`src/rtl/spi_txn_arbiter.sv`:
```
`default_nettype none
// ============================================================================
// Module      : spi_txn_arbiter
// Description : Round-robin arbiter sharing one SPI core between NREQ
//               requesters. Optional XFER timeout: define SPI_ARB_TIMEOUT_EN.
// Revision    : 1.0 - initial release
// ============================================================================
module spi_txn_arbiter #(
    parameter int WIDTH   = 8,
    parameter int NREQ    = 4,
    parameter int TIMEOUT = 255
) (
    input  logic                  clk_i,
    input  logic                  reset_i,
    input  logic [NREQ-1:0]       req_i,
    input  logic [NREQ*WIDTH-1:0] req_data_i,
    output logic [NREQ-1:0]       gnt_o,
    output logic [NREQ-1:0]       done_o,
    output logic [WIDTH-1:0]      rx_data_o,
    output logic                  err_o,
    output logic                  busy_o,
    output logic                  spi_en_o,
    output logic [WIDTH-1:0]      spi_tx_o,
    input  logic                  spi_done_i,
    input  logic [WIDTH-1:0]      spi_rx_i
);

    localparam int c_idx_w = (NREQ > 1) ? $clog2(NREQ) : 1;
    localparam logic [NREQ-1:0] c_one = NREQ'(1);

    typedef enum logic [1:0] {
        S_IDLE  = 2'd0,
        S_GRANT = 2'd1,
        S_XFER  = 2'd2,
        S_DONE  = 2'd3
    } state_t;

    state_t               r_state;
    state_t               w_next;
    logic [NREQ-1:0]      r_gnt;
    logic [WIDTH-1:0]     r_tx;
    logic [WIDTH-1:0]     r_rx;
    logic [c_idx_w-1:0]   r_last;
    logic [c_idx_w-1:0]   w_lo;
    logic [c_idx_w-1:0]   w_hi;
    logic                 w_hi_vld;
    logic [c_idx_w-1:0]   w_winner;
    logic [WIDTH-1:0]     w_tx_sel;
    logic                 w_expire;
    logic                 w_start;

    // Round-robin: lowest requester above r_last, else lowest overall (wrap).
    always_comb begin
        w_lo     = '0;
        w_hi     = '0;
        w_hi_vld = 1'b0;
        for (int i = NREQ - 1; i >= 0; i--) begin
            if (req_i[i]) begin
                w_lo = c_idx_w'(i);
                if (c_idx_w'(i) > r_last) begin
                    w_hi     = c_idx_w'(i);
                    w_hi_vld = 1'b1;
                end
            end
        end
        w_winner = w_hi_vld ? w_hi : w_lo;
    end

    always_comb begin
        w_tx_sel = '0;
        for (int i = 0; i < NREQ; i++) begin
            if (w_winner == c_idx_w'(i)) begin
                w_tx_sel = req_data_i[i*WIDTH +: WIDTH];
            end
        end
    end

    assign w_start = (r_state == S_IDLE) && (|req_i);

    always_ff @(posedge clk_i or negedge reset_i) begin
        if (!reset_i) begin
            r_state <= S_IDLE;
        end else begin
            r_state <= w_next;
        end
    end

    always_comb begin
        w_next = r_state;
        case (r_state)
            S_IDLE:  if (|req_i) w_next = S_GRANT;
            S_GRANT: w_next = S_XFER;
            S_XFER:  if (spi_done_i || w_expire) w_next = S_DONE;
            S_DONE:  w_next = S_IDLE;
            default: w_next = S_IDLE;
        endcase
    end

    always_ff @(posedge clk_i or negedge reset_i) begin
        if (!reset_i) begin
            r_gnt  <= '0;
            r_tx   <= '0;
            r_rx   <= '0;
            r_last <= c_idx_w'(NREQ - 1);
        end else begin
            if (w_start) begin
                r_gnt  <= c_one << w_winner;
                r_tx   <= w_tx_sel;
                r_last <= w_winner;
            end
            if (r_state == S_XFER) begin
                if (spi_done_i) begin
                    r_rx <= spi_rx_i;
                end else if (w_expire) begin
                    r_rx <= '0;
                end
            end
            if (r_state == S_DONE) begin
                r_gnt <= '0;
            end
        end
    end

`ifdef SPI_ARB_TIMEOUT_EN
    localparam int c_cnt_raw = $clog2(TIMEOUT + 1);
    localparam int c_cnt_w   = (c_cnt_raw < 8) ? 8 : ((c_cnt_raw > 16) ? 16 : c_cnt_raw);

    logic [c_cnt_w-1:0] r_cnt;
    logic               r_err;

    // Counter is zero on XFER entry; expiry after TIMEOUT XFER cycles.
    assign w_expire = (r_state == S_XFER) && (r_cnt == c_cnt_w'(TIMEOUT - 1));

    always_ff @(posedge clk_i or negedge reset_i) begin
        if (!reset_i) begin
            r_cnt <= '0;
            r_err <= 1'b0;
        end else begin
            if (r_state == S_XFER) begin
                r_cnt <= r_cnt + 1'b1;
            end else begin
                r_cnt <= '0;
            end
            if (r_state == S_XFER) begin
                r_err <= w_expire && !spi_done_i;
            end else if (r_state == S_DONE) begin
                r_err <= 1'b0;
            end
        end
    end

    assign err_o = r_err && (r_state == S_DONE);
`else
    assign w_expire = 1'b0;
    assign err_o    = 1'b0;
`endif

    assign gnt_o     = r_gnt;
    assign done_o    = r_gnt & {NREQ{r_state == S_DONE}};
    assign rx_data_o = r_rx;
    assign busy_o    = (r_state != S_IDLE);
    assign spi_en_o  = (r_state == S_XFER);
    assign spi_tx_o  = r_tx;

endmodule
`default_nettype wire

```
`config.mk`:
```
export PLATFORM = sky130hd
export DESIGN_NAME = spi_txn_arbiter
export DESIGN_NICKNAME = d
export VERILOG_FILES = /design/src/rtl/spi_txn_arbiter.sv
export SDC_FILE = /design/constraint.sdc
export NUM_CORES = 1
export LEC_CHECK = 0
export BUFFER_PORTS_ARGS = -buffer_cell sky130_fd_sc_hd__buf_2
export CAP_MARGIN = 20
export CORE_MARGIN = 2
export CORE_UTILIZATION = 50
export CTS_CLUSTER_DIAMETER = 100
export DETAILED_ROUTE_END_ITERATION = 16
export PLACE_DENSITY = 0.85
export REMOVE_ABC_BUFFERS = 1
export SYNTH_ARGS = -nofsm -noshare
export SYNTH_HDL_FRONTEND = slang
export SYNTH_SLANG_ARGS = --single-unit
```
`constraint.sdc`:
```
create_clock -name clk_i -period 3 [get_ports clk_i]
set_input_delay 0.3 -clock clk_i [delete_from_list [all_inputs] [get_ports clk_i]]
set_output_delay 0.3 -clock clk_i [all_outputs]
set_load 0.03 [all_outputs]
```
==> summary.md, run 1 <==
| Metric | Value |
|---|---|
| Crit path arrival time | 2.29 ns |
| Postcts setup bufs | 0 |
| Number of sinks handled by clock tree synthesis | 24 |
| Antenna cells | 0 |
| Logic depth of the worst path, buffers included | 4 |
| Most frequently used cell type in the post-synthesis netlist | sky130_fd_sc_hd__dfrtp_1 |
| Worst Slack Setup Final | 0.968 ns |
| R2R Setup Slk | between 0.9 and 1 ns |
| Crit-path slowest cell | sky130_fd_sc_hd__dfstp_2 |
| Aggregate global-route resource usage | 0.216 |
| Buffers and inverters on the worst path | 0 |
| Share of cells above drive strength 1 | 0.408 |
| Category of the critical setup timing path | reg2reg |
| Synth cell count leaders | sky130_fd_sc_hd__dfrtp_1, sky130_fd_sc_hd__a21oi_1, sky130_fd_sc_hd__inv_1 |
| Count of flip-flops with a built-in enable after synthesis | 0 |
| Top Ports | 74 |
| Worst hold-check slack | slightly below 0.2 ns |
| Vias per cell | ~5.4 |
| Startpoint of the lowest-slack register-to-register path | r_last[1] |
| Max_slew headroom | 0.447 |
| Largest delay share family, worst path | compound AO/OA/AOI/OAI gates |
| Antenna Nets Post-Route | 0 |
| Syn Area/Cell | about 9.4 µm² |
| Startpoint Class | flop |
| Finish-stage setup viols | 0 |
| CTS buffer count | 3 |
| CTS root buf | sky130_fd_sc_hd__clkbuf_4 |
| Deepest clock path buffer count | 2 |
| Iter 0 DRT Violations | a little over 70 |
| Largest stage delay on the critical path | 0.69 ns |
| Worst-Skew Late Latency | between 0.3 and 0.4 ns |
| Worst Hold Class | in2reg |
| Placement-stage worst setup slack | roughly 1.0 ns |
| Starting density of the core | 0.518 |
| Final WL | 3.71 mm |
| Number of register bits inferred by synthesis | 24 |
| Vertical extent of the die | about 60 µm |
| CP endpoint kind | flop |
| Hold Violations, Final | 0 |
| Max-slew violation count | 0 |
| Max Clk Rate | around 500 MHz |
| Number of instances resized during post-cts repair | 0 |
| Die area | approximately 3600 µm² |
| Yosys Warn Count | 0 |
| Share of flip-flops with an asynchronous set or reset after synthesis | 1.00 |
| DPL Wire Length | about 2.8 mm |
| Total vias in the final route | between 1k and 1.5k |
| Worst hold start | spi_rx_i[5] |
| Clock tree from TritonCTS | built |
| Post-layout nets | between 200 and 300 |
| CTS clock-pin slew for the worst setup and hold paths | approximately 0.14 ns |
| Residual DRC count | 0 |
| Post-synth design cell area | between 1500 and 2000 µm² |
| Seq/Total Area, Yosys | 0.385 |
| Row count | 20 |
| Final Critical Period | between 2 and 2.5 ns |
| Final period utilization | 0.677 |
| Placer congestion estimate | 0.816 |
| Maxcap violations | 0 |
| Cells along the critical path | xor2_2 -> o221a_1 -> a311oi_1 -> a21oi_1 |
| Transition at the pin with the smallest max-transition slack | between 0.8 and 0.9 ns |
| Finished Core Util | 0.653 |
| Largest net degree at the start of global routing | 25 |
| Max rail drop VDD | 601 µV |
| # H-tree levels | 1 |
| Post-route design area | around 2000 µm² |
| Wirelength per Cell | ~13 µm |
| Yosys cell types | 39 |
| Count of cells along the worst register-to-register path | 4 |
| Cells after synthesis | between 150 and 200 |
| Leading post-synthesis cells by cell area | sky130_fd_sc_hd__dfrtp_1, sky130_fd_sc_hd__a21oi_1, sky130_fd_sc_hd__mux2_2 |
| Placed inst area | between 1500 and 2000 µm² |
| Critical-path maximum fanout | 17 |
| Most used flip-flop cell after synthesis | sky130_fd_sc_hd__dfrtp_1 |
| RSZ-0062 raised after global routing | false |
| Die extent in x | between 50 and 60 µm |
| First-pass GRT wire length | between 5 and 6 mm |
| Vias in the first global route | 1,342 |
| Data required time at the worst endpoint | between 3 and 4 ns |
| Filler instances | ~260 |
| Grt total ovfl | 0 |
| Number of cells traversed by the worst hold path | 2 |
| Total power per unit cell area | between 1000 and 1500 nW/µm² |
| Number of antenna violations at the first check in global routing | 0 |
| End point of the most critical hold path | rx_data_o[5] |
| First-pass DRT Iterations | 4 |
| Cell type with the highest aggregate area in the netlist | sky130_fd_sc_hd__dfrtp_1 |
| LEAKAGE | between 0.9 and 1 nW |
| Worst r2r dst | spi_tx_o[0] |
| Worst Clk Skew | between 0.0015 and 0.002 ns |
| Synth-to-Final Area Change | 26.1% |
| Outcome | complete, no violations |
| Core region area | slightly above 3000 µm² |
| Port Buf Inserts | slightly above 70 |
| Share of the synthesized area in the top cell type | 0.351 |
| Final-layout setup total negative slack | 0 ns |
==> report_power, final <==
part	switching [W]	leakage (nW)	internal, W
registers	0.000124	0.283	0.000503
logic	0.000803	0.632	0.000434
clock network	0.000102	0.0279	0.000135
==> final cells by class <==
type,instances,area (µm²),area share
well taps,44,55.1,0.0278
repair buffers,74,378,0.191
inverters,13,48.8,0.0247
clock buffers,3,22.5,0.0114
flip-flops and latches,24,603,0.305
clock inverters,1,30.0,0.0152
multi-input cells,118,840,0.425
==> logic make-up after synthesis <==
kind of cell             count (synthesis)  synth area share
AO/OA/AOI/OAI                           60             0.298
XOR/XNOR                                 1            0.0104
adder cells (fa/ha/maj)                  3            0.0239
buffers and inverters                   25            0.0798
flip-flops                              24             0.385
multiplexers                             9            0.0638
other                                    1           0.00239
AND/OR/NAND/NOR                         44             0.136
==> state kept, by name (all words and copies together), names as in the netlist <==
signal,count
gnt_o,4
r_last,2
r_state,2
rx_data_o,8
spi_tx_o,8
==> per-stage QoR <==
stage / power, W / std cells
floorplan: 0.00152 / 155
global placement: 0.00184 / 272
detailed placement: 0.00187 / 272
CTS: 0.00211 / 277
global route: 0.00226 / 277
finish: 0.00210 / 277
==> repair_timing <==
action | in CTS | in global routing
endpoints found under the setup margin | 0 | 0
hold buffers | 1 | 0
hold endpoints to repair | 22 | 0
==> worst max path at each step <==
stage / from / end
2_1_floorplan: r_last[1] / spi_tx_o[7]
3_3_place_gp: r_last[1] / spi_tx_o[7]
3_5_place_dp: r_last[1] / spi_tx_o[0]
4_1_cts: r_last[1] / spi_tx_o[0]
5_1_grt: r_last[0] / spi_tx_o[0]
6_report: r_last[1] / spi_tx_o[0]
==> routing by layer <==
| layer | wire length [µm] | global-route usage | vias up |
|---|---|---|---|
| li1 | - | - | 739 |
| met1 | 1670 | 0.285 | 706 |
| met2 | 1830 | 0.359 | 40 |
| met3 | 145 | 0.0411 | 7 |
| met4 | 63 | 0.0635 | 0 |
| met5 | 0 | 0 | - |
==> layout by cell type, fill, tap and decap left out <==
master / n
sky130_fd_sc_hd__a211oi_1: 3
sky130_fd_sc_hd__o2bb2ai_1: 8
sky130_fd_sc_hd__bufinv_16: 1
sky130_fd_sc_hd__dlygate4sd3_1: 1
sky130_fd_sc_hd__nand2b_1: 1
sky130_fd_sc_hd__nor2_1: 12
sky130_fd_sc_hd__a21boi_1: 1
sky130_fd_sc_hd__a311oi_2: 1
sky130_fd_sc_hd__nand4_1: 3
sky130_fd_sc_hd__a2111oi_0: 6
sky130_fd_sc_hd__a2111oi_1: 1
sky130_fd_sc_hd__a21o_1: 2
sky130_fd_sc_hd__buf_2: 72
sky130_fd_sc_hd__mux2_2: 8
sky130_fd_sc_hd__o221a_2: 1
sky130_fd_sc_hd__and2_1: 10
sky130_fd_sc_hd__a21oi_2: 1
sky130_fd_sc_hd__dfstp_2: 2
sky130_fd_sc_hd__o21ai_2: 2
sky130_fd_sc_hd__nand2_1: 12
sky130_fd_sc_hd__inv_1: 13
sky130_fd_sc_hd__buf_4: 1
sky130_fd_sc_hd__nor3_1: 1
sky130_fd_sc_hd__o22a_1: 1
sky130_fd_sc_hd__clkbuf_4: 3
sky130_fd_sc_hd__o32ai_2: 1
sky130_fd_sc_hd__o221a_1: 1
sky130_fd_sc_hd__nor2b_1: 4
sky130_fd_sc_hd__a21oi_1: 18
sky130_fd_sc_hd__o21ai_0: 4
sky130_fd_sc_hd__xor2_2: 1
sky130_fd_sc_hd__o41ai_4: 1
sky130_fd_sc_hd__nor4_1: 1
sky130_fd_sc_hd__conb_1: 1
sky130_fd_sc_hd__dfrtp_1: 22
sky130_fd_sc_hd__a311oi_1: 5
sky130_fd_sc_hd__mux2i_1: 1
sky130_fd_sc_hd__ha_1: 3
sky130_fd_sc_hd__o21a_1: 1
sky130_fd_sc_hd__a31oi_1: 2
Note: power is estimated with default switching activity, not from simulation.
==> run 2: changes to the inputs <==
--- a/config.mk
+++ b/config.mk
@@ -8,10 +8,10 @@
 export BUFFER_PORTS_ARGS = -buffer_cell sky130_fd_sc_hd__buf_2
 export CAP_MARGIN = 20
 export CORE_MARGIN = 2
-export CORE_UTILIZATION = 50
+export CORE_UTILIZATION = 46
 export CTS_CLUSTER_DIAMETER = 100
 export DETAILED_ROUTE_END_ITERATION = 16
-export PLACE_DENSITY = 0.85
+export PLACE_DENSITY = 0.79
 export REMOVE_ABC_BUFFERS = 1
 export SYNTH_ARGS = -nofsm -noshare
 export SYNTH_HDL_FRONTEND = slang
==> constraint.sdc (replaced) <==
create_clock -name clk_i -period 2.1 [get_ports clk_i]
set_input_delay 0.21 -clock clk_i [delete_from_list [all_inputs] [get_ports clk_i]]
set_output_delay 0.21 -clock clk_i [all_outputs]
set_load 0.03 [all_outputs]
==> run 2 against run 1 <==
  * Fmax rose by 12%
  * Sequential cell count did not move
  * Non-clock buffer count rose by 5
  * Clock power rose by 45%
  * Largest cell class unchanged
==> summary.md, run 2 (synthesis results as in run 1) <==
| Metric | Value |
|---|---|
| CTS clock-pin slew for the worst setup and hold paths | ~0.15 ns |
| Maxcap violations | 0 |
| Outcome | complete, no violations |
| Top library cells by usage in the layout, fill and taps aside | sky130_fd_sc_hd__buf_2, sky130_fd_sc_hd__dfrtp_1, sky130_fd_sc_hd__a21oi_1 |
| Aggregate global-route resource usage | 0.213 |
| DPL Wire Length | between 2 and 3 mm |
| Final WL | just over 4 mm |
| Startpoint of the lowest-slack register-to-register path | r_last[1] |
| Synth-to-Final Area Change | 28.7% |
| Count of placed standard cells in the final layout, fillers left out | ~280 |
| Hold Violations, Final | 0 |
| Transition at the pin with the smallest max-transition slack | approximately 0.55 ns |
| First-pass GRT wire length | roughly 6.7 mm |
| Vias per cell | 5.38 |
| Number of antenna violations at the first check in global routing | 0 |
| RSZ-0062 raised after global routing | false |
| Total vias in the final route | ~1.5k |
| CTS buffer count | 3 |
| Row count | 21 |
| Max-slew violation count | 0 |
| Residual DRC count | 0 |
| Data required time at the worst endpoint | roughly 2.3 ns |
| # H-tree levels | 1 |
| Antenna cells | 0 |
| First-pass DRT Iterations | 4 |
| Filler instances | 327 |
| End point of the most critical hold path | rx_data_o[0] |
| Placer congestion estimate | 0.789 |
| Category of the critical setup timing path | reg2reg |
| Worst Clk Skew | about 0.014 ns |
| Number of sinks handled by clock tree synthesis | 24 |
| Number of instances resized during post-cts repair | 0 |
| Max_slew headroom | 0.631 |
| Critical-path maximum fanout | 11 |
| Core region area | around 3300 µm² |
| Iter 0 DRT Violations | 55 |
| CTS root buf | sky130_fd_sc_hd__clkbuf_4 |
| Max rail drop VDD | between 600 and 700 µV |
| Finish-stage setup viols | 0 |
| R2R Setup Slk | slightly below 0.3 ns |
| Most common cell after layout, fill and taps aside | sky130_fd_sc_hd__buf_2 |
| Worst Hold Class | in2reg |
| Die area | 3890 µm² |
| Number of cells traversed by the worst hold path | 2 |
| Port Buf Inserts | approximately 70 |
| Antenna Nets Post-Route | 0 |
| Top Ports | 74 |
| Final period utilization | 0.861 |
| Worst-Skew Late Latency | 0.33 ns |
| Worst hold start | spi_rx_i[0] |
| Wirelength per Cell | approximately 14 µm |
| Starting density of the core | 0.474 |
| Deepest clock path buffer count | 2 |
| CP endpoint kind | flop |
| Startpoint Class | flop |
| Final-layout setup total negative slack | 0 ns |
| Clock tree from TritonCTS | built |
| Die extent in x | between 60 and 70 µm |
| Vias in the first global route | 1,469 |
| LEAKAGE | a little under 1 nW |
| Total instance count after detailed placement | 279 |
| Worst r2r dst | spi_tx_o[3] |
| Final Critical Period | 1.81 ns |
| Grt total ovfl | 0 |
| Count of cells along the worst register-to-register path | 5 |
| Max Clk Rate | 553 MHz |
| Total power per unit cell area | between 1500 and 2000 nW/µm² |
| Vertical extent of the die | ~62 µm |
| Share of cells above drive strength 1 | 0.420 |
| Post-layout nets | just under 300 |
| Largest net degree at the start of global routing | 25 |
| Crit path arrival time | a little over 2 ns |
## run 2: power breakdown
group          switching, W  internal [W]
clock network      0.000150      0.000193
registers          0.000185      0.000718
logic               0.00117      0.000668
## run 2: area by class of cell
class | count | area, µm² | share of cell area
flip-flops and latches | 24 | 603 | 0.299
well taps | 46 | 57.6 | 0.0285
repair buffers | 79 | 415 | 0.206
inverters | 13 | 48.8 | 0.0242
clock buffers | 3 | 22.5 | 0.0112
multi-input cells | 118 | 840 | 0.416
clock inverters | 1 | 30.0 | 0.0149
## run 2: per-stage QoR
step            util  instance area, µm²  hold slack [ns]  total power [W]  worst slack (ns)
6_report       0.609                2020            0.113          0.00309             0.292
3_3_place_gp   0.590                1950            0.218          0.00270             0.447
3_5_place_dp   0.590                1950            0.229          0.00275             0.373
4_1_cts        0.609                2020            0.103          0.00310             0.321
2_1_floorplan      -                1490          -0.0856          0.00217             0.366
5_1_grt        0.609                2020           0.0823          0.00331             0.210
## run 2: routing by layer
metal	part of all wire	up-vias	global-route usage
met2	0.49	51	0.380
li1	-	751	-
met4	0.0072	0	0.0528
met3	0.053	4	0.0432
met1	0.45	722	0.263
met5	0	-	0
## run 2: repair_timing
item	in CTS	in global routing
setup endpoints to repair	0	0
endpoints found under the hold margin	22	0
hold buffers	1	0
setup buffers	0	0
## run 2: how the worst max path moves through the flow
stage,startpoint,end
5_1_grt,r_last[1],spi_tx_o[3]
4_1_cts,r_last[1],spi_tx_o[3]
3_5_place_dp,r_last[1],spi_tx_o[3]
6_report,r_last[1],spi_tx_o[3]
3_3_place_gp,r_last[1],spi_tx_o[0]
2_1_floorplan,r_last[1],spi_tx_o[7]
## run 2: worst max-delay path, stage by stage (launching register included)
cell                       delay, ns
sky130_fd_sc_hd__dfstp_2        0.69
sky130_fd_sc_hd__xor2_2         0.17
sky130_fd_sc_hd__o221a_1        0.27
sky130_fd_sc_hd__buf_4          0.17
sky130_fd_sc_hd__a311oi_1       0.27
sky130_fd_sc_hd__a21oi_1        0.12
